$ cat src/rtl/stack_pkg.sv
// Shared types and width helpers for the parametrised placement stack.
package stack_pkg;

  typedef enum logic {ST_IDLE, ST_CLEAR} state_t;

  localparam int PLACEMENT_W = 6;

  // Default entry layout: {row[2:0], col[2:0]}
  localparam int ROW_MSB = 5;
  localparam int ROW_LSB = 3;
  localparam int COL_MSB = 2;
  localparam int COL_LSB = 0;

  function automatic int idx_w(input int depth);
    return $clog2(depth);
  endfunction

  function automatic int cnt_w(input int depth);
    return $clog2(depth) + 1;
  endfunction

endpackage

$ cat src/rtl/stack_mem.sv
// DEPTH x WIDTH register array: one synchronous write port, two combinational read ports.
module stack_mem #(
  parameter int DEPTH = 8,
  parameter int WIDTH = 6,
  parameter int AW    = 3
) (
  input  logic             clk,
  input  logic             i_we,
  input  logic [AW-1:0]    i_waddr,
  input  logic [WIDTH-1:0] i_wdata,
  input  logic [AW-1:0]    i_top_addr,
  input  logic [AW-1:0]    i_peek_addr,
  output logic [WIDTH-1:0] o_top_data,
  output logic [WIDTH-1:0] o_peek_data
);

  logic [WIDTH-1:0] r_mem [DEPTH];

  always_ff @(posedge clk) begin
    if (i_we) r_mem[i_waddr] <= i_wdata;
  end

  assign o_top_data  = r_mem[i_top_addr];
  assign o_peek_data = r_mem[i_peek_addr];

endmodule

$ cat src/rtl/param_stack.sv
// Parametrised LIFO for the backtracking solver: push, pop, replace-top, peek, multi-cycle clear.
// Optional high-water output enabled by defining PARAM_STACK_HIGH_WATER_EN.
module param_stack
  import stack_pkg::*;
#(
  parameter int DEPTH = 8,
  parameter int WIDTH = PLACEMENT_W
) (
  input  logic                   clk,
  input  logic                   reset,
  input  logic                   user_push,
  input  logic                   user_pop,
  input  logic                   user_clear,
  input  logic [WIDTH-1:0]       bus_in,
  output logic [WIDTH-1:0]       bus_out,
  input  logic [$clog2(DEPTH)-1:0] peek_idx,
  output logic [WIDTH-1:0]       peek_data,
  output logic [$clog2(DEPTH):0] count,
  output logic                   full,
  output logic                   empty,
  output logic                   overflow,
  output logic                   underflow,
  output logic                   ready
`ifdef PARAM_STACK_HIGH_WATER_EN
  ,
  output logic [$clog2(DEPTH):0] high_water
`endif
);

  localparam int AW = idx_w(DEPTH);
  localparam int CW = cnt_w(DEPTH);

  state_t           r_state;
  logic [AW-1:0]    r_clr_addr;
  logic [CW-1:0]    r_count;
  logic             r_ovf;
  logic             r_udf;
  logic             r_ready;

  logic             w_idle, w_full, w_empty, w_req_ok;
  logic             w_push_new, w_replace, w_pop, w_ovf, w_udf;
  logic [AW-1:0]    w_top_addr, w_peek_addr;
  logic             w_we;
  logic [AW-1:0]    w_waddr;
  logic [WIDTH-1:0] w_wdata, w_top_data, w_peek_data;

  assign w_idle   = (r_state == ST_IDLE);
  assign w_full   = (r_count == CW'(DEPTH));
  assign w_empty  = (r_count == '0);
  // A clear request swallows any simultaneous push/pop, including their flags.
  assign w_req_ok = w_idle & ~user_clear;

  assign w_push_new = w_req_ok & user_push & (user_pop ? w_empty : ~w_full);
  assign w_replace  = w_req_ok & user_push & user_pop & ~w_empty;
  assign w_pop      = w_req_ok & user_pop & ~user_push & ~w_empty;
  assign w_ovf      = w_req_ok & user_push & ~user_pop & w_full;
  assign w_udf      = w_req_ok & user_pop & w_empty;

  // At count==DEPTH the low bits wrap to 0, so top-1 lands on DEPTH-1 as required.
  assign w_top_addr  = r_count[AW-1:0] - AW'(1);
  assign w_peek_addr = w_top_addr - peek_idx;

  always_comb begin
    w_we    = 1'b0;
    w_waddr = r_count[AW-1:0];
    w_wdata = bus_in;
    if (!w_idle) begin
      w_we    = 1'b1;
      w_waddr = r_clr_addr;
      w_wdata = '0;
    end else if (w_push_new) begin
      w_we    = 1'b1;
    end else if (w_replace) begin
      w_we    = 1'b1;
      w_waddr = w_top_addr;
    end
  end

  stack_mem #(.DEPTH(DEPTH), .WIDTH(WIDTH), .AW(AW)) u_mem (
    .clk         (clk),
    .i_we        (w_we),
    .i_waddr     (w_waddr),
    .i_wdata     (w_wdata),
    .i_top_addr  (w_top_addr),
    .i_peek_addr (w_peek_addr),
    .o_top_data  (w_top_data),
    .o_peek_data (w_peek_data)
  );

  always_ff @(posedge clk or negedge reset) begin
    if (!reset) begin
      r_state    <= ST_IDLE;
      r_count    <= '0;
      r_clr_addr <= '0;
      r_ovf      <= 1'b0;
      r_udf      <= 1'b0;
      r_ready    <= 1'b1;
    end else begin
      r_ovf <= w_ovf;
      r_udf <= w_udf;
      case (r_state)
        ST_IDLE: begin
          if (user_clear) begin
            r_count    <= '0;
            r_clr_addr <= '0;
            r_state    <= ST_CLEAR;
            r_ready    <= 1'b0;
          end else if (w_push_new) begin
            r_count <= r_count + CW'(1);
          end else if (w_pop) begin
            r_count <= r_count - CW'(1);
          end
        end
        ST_CLEAR: begin
          if (r_clr_addr == AW'(DEPTH - 1)) begin
            r_state <= ST_IDLE;
            r_ready <= 1'b1;
          end else begin
            r_clr_addr <= r_clr_addr + AW'(1);
          end
        end
        default: begin
          r_state <= ST_IDLE;
          r_ready <= 1'b1;
        end
      endcase
    end
  end

`ifdef PARAM_STACK_HIGH_WATER_EN
  logic [CW-1:0] r_hw;

  always_ff @(posedge clk or negedge reset) begin
    if (!reset)                    r_hw <= '0;
    else if (w_idle && user_clear) r_hw <= '0;
    else if (r_count > r_hw)       r_hw <= r_count;
  end

  assign high_water = r_hw;
`endif

  assign bus_out   = w_empty ? '0 : w_top_data;
  assign peek_data = ({1'b0, peek_idx} < r_count) ? w_peek_data : '0;
  assign count     = r_count;
  assign full      = w_full;
  assign empty     = w_empty;
  assign overflow  = r_ovf;
  assign underflow = r_udf;
  assign ready     = r_ready;

endmodule

$ cat config.mk
export PLATFORM = sky130hd
export DESIGN_NAME = param_stack
export DESIGN_NICKNAME = d
export VERILOG_FILES = /design/src/rtl/stack_pkg.sv /design/src/rtl/stack_mem.sv /design/src/rtl/param_stack.sv
export SDC_FILE = /design/constraint.sdc
export NUM_CORES = 1
export LEC_CHECK = 0
export BUFFER_PORTS_ARGS = -buffer_cell sky130_fd_sc_hd__buf_4
export CAP_MARGIN = 20
export CORE_MARGIN = 2
export CORE_UTILIZATION = 55
export CTS_CLUSTER_SIZE = 20
export DETAILED_ROUTE_END_ITERATION = 8
export PLACE_DENSITY = 0.8
export SYNTH_ARGS = -nofsm -noshare
export SYNTH_HDL_FRONTEND = slang
export SYNTH_SLANG_ARGS = --single-unit
$ cat constraint.sdc
create_clock -name clk -period 4.7 [get_ports clk]
set_input_delay 0 -clock clk [delete_from_list [all_inputs] [get_ports clk]]
set_output_delay 0 -clock clk [all_outputs]
set_load 0.02 [all_outputs]
==> results.md, run 1 <==
* Period utilisation layout at 68.4%
* DR vias at 2130
* FF+latch area at 1720 sq um
* # port buffers at 34
* Grt total ovfl at 0
* Syn Inst Count at 221
* Rows at 27
* Distinct cells, synth at 45
* Fin. max-slew vios at 0
* # fillers at 401
* Psw at 1.31 mW
* Sinks on the clock net at 59
* Fin Setup TNS at 0 ns
* Clock transition at the registers of the reported paths at 0.07 ns
* Mapped Area at 3220 sq um
* Worst path slowest cell: fa_1
* DP HPWL at 4980 microns
* Setup crit start kind: register
* CTS root buf: clkbuf_8
* Pwr/cell area at 836 nW/um^2
* Top delay family on crit path: adder cells
* Starting Density at 57.8%
* Slowest stage delay, CP at 1.00 ns
* Fin Clk Skew at 0.00992 ns
* Routability cong. at 0.819
* Max cap viols at 0
* DRC errors left at 0
* Commonest cells post-synth: edfxtp_1 (48), mux4_2 (24), mux2i_1 (15), nor2_1 (15), nor3_1 (12)
* Clock latency on the worst-skew pair at 0.34 ns
* Syn_nets at 246
* Crit path cell chain: inv_1 > ha_1 > fa_1 > mux4_2 > mux2i_1 > nor2_1 > buf_4
* Global-route wire length before repair at 11000 microns
* Routed WL per cell at 20.4 microns
* Post-synthesis sequential area ratio at 53.3%
* Lkg Pwr at 1.45 nW
* Required time of the critical path at 4.70 ns
* Die extent in x at 80.6 microns
* Seq cells post-synth at 59
* Post-route ant nets at 0
* Vias/cell at 6.23
* Largest area contributor in the netlist: edfxtp_1
* Cts bufs inserted at 9
* DRC marker count from the first detailed-route iteration at 220
* Multi-input logic area at 1430 sq um
* Share of layout cells above drive strength 1 at 31.1%
* Clock buffer depth at 2
* Synth area leaders: edfxtp_1 (45%), mux4_2 (17%), dfrtp_1 (7.8%)
* Final setup viols at 0
* Clk pwr share at 14.4%
* Fmax at 311 MHz
* Nets@finish at 290
* Overall Global Routing Usage at 24.1%
* Worst R2R Path Depth at 7
* Logic pwr share at 55.3%
* Worst setup path class: register to output pin
* Post-CTS sizing at 0
* Post-synth EDFFs at 48
* Initial antenna violation count at 0
* Top-count cell post-synth: edfxtp_1
* Post-synth ARST share at 18.6%
* Crit path arrival time at 3.22 ns
* Top fanout value on the critical path at 14
* Layout area overhead at 17.4%
* CTS H-tree lvls at 3
* Fin. Hold Viols at 0
* Slew @ Worst Pin at 1.10 ns
* Post-synth top area share at 44.7%
* Number of detailed-route iterations in the first pass at 5
* Status: finished clean
* Sw Ratio at 41.4%
* Largest net degree at the start of global routing at 23
* Yosys warns at 0
* Reg2reg start: count[1]
* Worst hold-check path type: input port to asynchronous set/reset pin
* Slew margin rel. at 26.3%
* Total wire length at 6990 microns
* Die H at 80.6 microns
* P_int at 1.85 mW
* CP Buf/Inv Count at 2
* Worst setup EP type: output pin
* Syn Area/Cell at 14.6 sq um
* Die Area at 6490 sq um
* Vias in the first global route at 2056
* Tot Pwr at 3.16 mW
* R2r endpoint: u_mem.r_mem[0][5]
* Min cycle time layout at 3.22 ns
* Reg power frac at 30.3%
* N_diodes at 0
* I/O pin cnt at 35
* CTS tree: yes
* Reg2reg setup slack at 1.65 ns
* Core area at 5570 sq um
* RSZ-0062 raised after global routing: no
* Worst VDD drop at 0.418 mV
* Post-synth top flop: edfxtp_1
[flip-flops by register name (all words and copies together), names as in the netlist]
name,count
r_state,1
r_clr_addr,3
count,4
ready,1
underflow,1
u_mem.r_mem,48
overflow,1
[metrics by stage]
step	cell area (sq um)	util, %	worst slack [ns]	std cells	hold WS (ns)
after global routing	3780	67.9	1.21	342	0.0492
final	3780	67.9	1.48	342	0.0357
after floorplan	3220	-	1.53	221	-0.296
after global placement	3540	63.5	1.62	320	-0.158
after detailed placement	3550	63.7	1.62	321	-0.157
after CTS	3770	67.7	1.44	340	0.0234
[power groups by stage]
stage	Clock [mW]	Sequential [mW]	Combinational, mW
detailed placement	0	0.965	1.75
finish	0.455	0.957	1.75
global route	0.490	0.981	1.90
CTS	0.463	0.954	1.75
floorplan	0	0.912	1.25
global placement	0	0.954	1.71
[how the worst max path moves through the flow]
stage	from	end	slack [ns]	depth (start not counted)
3_5_place_dp	count[1]	u_mem.r_mem[6][1]	1.62	7
5_1_grt	count[1]	peek_data[4]	1.21	7
3_3_place_gp	r_state	u_mem.r_mem[3][2]	1.62	4
6_report	count[1]	peek_data[4]	1.48	7
4_1_cts	count[1]	peek_data[4]	1.44	7
2_1_floorplan	count[0]	u_mem.r_mem[4][0]	1.53	8
[cell type report]
cell class	instances	area share, %
clock buffers	11	3.47
clock inverters	5	1.65
inverters	10	0.992
multi-input cells	143	37.7
flip-flops and latches	59	45.4
well taps	72	2.38
repair buffers	42	8.40
[placed cells by master, fill, tap and decap left out, types with 2 or more instances in the layout]
| master | count |
|---|---|
| buf_4 | 37 |
| o211ai_1 | 2 |
| clkbuf_1 | 2 |
| or2_1 | 2 |
| nand2_1 | 8 |
| dlygate4sd3_1 | 3 |
| nor2b_1 | 8 |
| mux4_2 | 24 |
| a21oi_1 | 3 |
| nand4_1 | 2 |
| inv_1 | 10 |
| nand3b_1 | 2 |
| xnor2_1 | 2 |
| nor2_1 | 15 |
| o21ai_0 | 11 |
| fa_1 | 2 |
| dfrtp_1 | 10 |
| edfxtp_1 | 48 |
| buf_2 | 2 |
| ha_1 | 9 |
| nand2b_1 | 4 |
| nor3_1 | 12 |
| clkinvlp_4 | 2 |
| clkbuf_8 | 9 |
| mux2i_1 | 15 |
[per-layer routing]
metal / track usage [%] / part of all wire, %
met5: 0 / 0
met4: 7.12 / 0.87
met1: 35.5 / 43
met3: 6.85 / 8.6
met2: 35.1 / 47
[logic make-up (layout without fill, tap and decap cells)]
group           after synthesis  in the layout  share of synthesized area (%)
fa+ha+maj                    11             11                           4.74
xor+xnor                      5              5                           2.17
flops                        59             59                           53.3
simple gates                 61             61                           10.3
mux                          39             39                           21.4
compound gates               27             27                           5.59
buf+inv                      19             68                           2.45
[timing repair]
item | 4_1_cts | 5_1_grt
setup buffers | 0 | 0
endpoints found under the hold margin | 14 | 0
hold buffers | 3 | 0
Note: power is estimated with default switching activity, not from simulation.
==> run 2, diff against run 1 <==
--- a/config.mk
+++ b/config.mk
@@ -8,10 +8,10 @@
 export BUFFER_PORTS_ARGS = -buffer_cell sky130_fd_sc_hd__buf_4
 export CAP_MARGIN = 20
 export CORE_MARGIN = 2
-export CORE_UTILIZATION = 55
+export CORE_UTILIZATION = 53
 export CTS_CLUSTER_SIZE = 20
 export DETAILED_ROUTE_END_ITERATION = 8
-export PLACE_DENSITY = 0.8
+export PLACE_DENSITY = 0.81
 export SYNTH_ARGS = -nofsm -noshare
 export SYNTH_HDL_FRONTEND = slang
 export SYNTH_SLANG_ARGS = --single-unit
==> constraint.sdc (replaced) <==
create_clock -name clk -period 2.6 [get_ports clk]
set_input_delay 0 -clock clk [delete_from_list [all_inputs] [get_ports clk]]
set_output_delay 0 -clock clk [all_outputs]
set_load 0.02 [all_outputs]
==> results.md, run 2 (same netlist as run 1, synthesis figures left out) <==
* Layout area overhead at 24.4% (was 17.4%)
* Worst setup EP type: output pin (unchanged)
* Reg2reg start: count[1] (unchanged)
* Clock transition at the registers of the reported paths at 0.07 ns (about the same)
* Grt total ovfl at 0 (unchanged)
* Die Area at 6720 sq um (was 6490 sq um)
* Worst hold-check path type: input port to asynchronous set/reset pin (unchanged)
* Placed instance area at 3720 sq um (was 3550 sq um)
* Status: finished clean (unchanged)
* Crit path arrival time at 2.52 ns (was 3.22 ns)
* # port buffers at 34 (unchanged)
* Period utilisation layout at 97.1%
* Total wire length at 7120 microns (was 6990 microns)
* Routed WL per cell at 20.1 microns (was 20.4 microns)
* Final setup viols at 0 (unchanged)
* CTS H-tree lvls at 3 (unchanged)
* Hold WS at 0.0410 ns (was 0.0357 ns)
* Rows at 28 (was 27)
* CTS root buf: clkbuf_8 (unchanged)
* DR vias at 2159 (was 2130)
* Worst setup path class: register to output pin (unchanged)
* Initial antenna violation count at 0 (unchanged)
* Die H at 82.0 microns (was 80.6 microns)
* Top fanout value on the critical path at 12 (was 14)
* Placed cells at 332 (was 321)
* Largest net degree at the start of global routing at 20 (was 23)
* Clock buffer depth at 2 (unchanged)
* # fillers at 390 (was 401)
* Number of detailed-route iterations in the first pass at 4 (was 5)
* DRC marker count from the first detailed-route iteration at 222 (was 220)
* Number of flip-flops in the largest register at 48 (unchanged)
* Overall Global Routing Usage at 23.1% (was 24.1%)
* Design area at 4010 sq um (was 3780 sq um)
* Setup crit start kind: register (unchanged)
* DP HPWL at 5110 microns (was 4980 microns)
* Most common cell after layout, fill and taps aside: edfxtp_1 (unchanged)
* Core area at 5890 sq um (was 5570 sq um)
* Max cap viols at 0 (unchanged)
* Post-route ant nets at 0 (unchanged)
* Fin Setup TNS at 0 ns (unchanged)
* Multi-input logic area at 1540 sq um (was 1430 sq um)
* Cts bufs inserted at 9 (unchanged)
* Biggest register: u_mem.r_mem (unchanged)
* Routability cong. at 0.803 (was 0.819)
* R2r endpoint: u_mem.r_mem[0][0] (was u_mem.r_mem[0][5])
* Clock latency on the worst-skew pair at 0.33 ns (was 0.34 ns)
* Vias/cell at 6.08 (was 6.23)
* Global-route wire length before repair at 10900 microns (was 11000 microns)
* Fin cells at 355 (was 342)
* Vias in the first global route at 2106 (was 2056)
* Starting Density at 54.8% (was 57.8%)
* Die extent in x at 82.0 microns (was 80.6 microns)
* Commonest cells after routing, fill and taps aside: edfxtp_1 (48), buf_4 (46), mux4_2 (24) (was edfxtp_1 (48), buf_4 (37), mux4_2 (24))
* RSZ-0062 raised after global routing: yes (was no)
* Slew margin rel. at 49.1% (was 26.3%)
* Min cycle time layout at 2.52 ns
* FF+latch area at 1720 sq um (about the same)
* Sinks on the clock net at 59 (unchanged)
* Reg2reg setup slack at 0.16 ns (was 1.65 ns)
* Fin. Hold Viols at 0 (unchanged)
* Nets@finish at 300 (was 290)
* Fmax at 396 MHz
* Share of layout cells above drive strength 1 at 39.3% (was 31.1%)
* I/O pin cnt at 35 (unchanged)
* CTS tree: yes (unchanged)
* Worst R2R Path Depth at 6 (was 7)
* Fin. max-slew vios at 0 (unchanged)
* Required time of the critical path at 2.60 ns (was 4.70 ns)
* N_diodes at 0 (unchanged)
* Slew @ Worst Pin at 0.759 ns (was 1.10 ns)
* DRC errors left at 0 (unchanged)
* Fin Clk Skew at 0.00620 ns (was 0.00992 ns)
==> run 2: through the flow <==
step                utilization [%]  setup slack [ns]
finish                         68.1            0.0756
global route                   68.1           -0.0537
CTS                            67.4            0.0299
detailed placement             63.3            0.0776
global placement               63.3             0.196
floorplan                         -            0.0128
==> run 2: layer usage <==
layer / part of all wire (%) / up-vias / wire [microns] / global-route usage, %
met5: 0 / - / 0 / 0
met4: 0.91 / 0 / 65 / 10.8
met3: 5.5 / 4 / 393 / 3.52
met2: 53 / 85 / 3740 / 38.9
met1: 41 / 1094 / 2920 / 29.5
li1: - / 976 / - / -
==> run 2: what timing repair did <==
item	4_1_cts	5_1_grt
endpoints found under the hold margin	14	0
gates resized for setup	1	4
buffers inserted	1	3
hold buffers	3	0
pin swaps	1	0
setup endpoints to repair	6	8
==> run 2: final cells by class <==
class,count,share of cell area (%)
Sequential cell,59,42.9
Multi-Input combinational cell,143,38.5
Timing Repair Buffer,52,10.5
Clock buffer,10,3.18
Tap cell,75,2.34
Clock inverter,6,1.62
Inverter,10,0.999
==> run 2: how the worst max path moves through the flow <==
stage | cells past startpoint | to | startpoint | slack [ns]
after detailed placement | 6 | u_mem.r_mem[0][4] | count[1] | 0.08
after floorplan | 9 | u_mem.r_mem[0][0] | count[0] | 0.01
after global placement | 6 | u_mem.r_mem[0][4] | count[1] | 0.20
final | 8 | peek_data[5] | count[1] | 0.08
after global routing | 8 | peek_data[4] | count[1] | -0.05
after CTS | 7 | peek_data[2] | count[0] | 0.03
==> run 2: critical path: stages, from the launching register on <==
cell and delay, ns:
dfrtp_1 0.42, inv_2 0.12, ha_4 0.22, fa_1 0.53
buf_6 0.19, mux4_2 0.32, mux2i_1 0.16, nor2_1 0.06
buf_4 0.18
Power of run 2 is left out: the tool's default activity adds up to more than one toggle a clock period on the data nets, which glitch-free logic cannot reach.
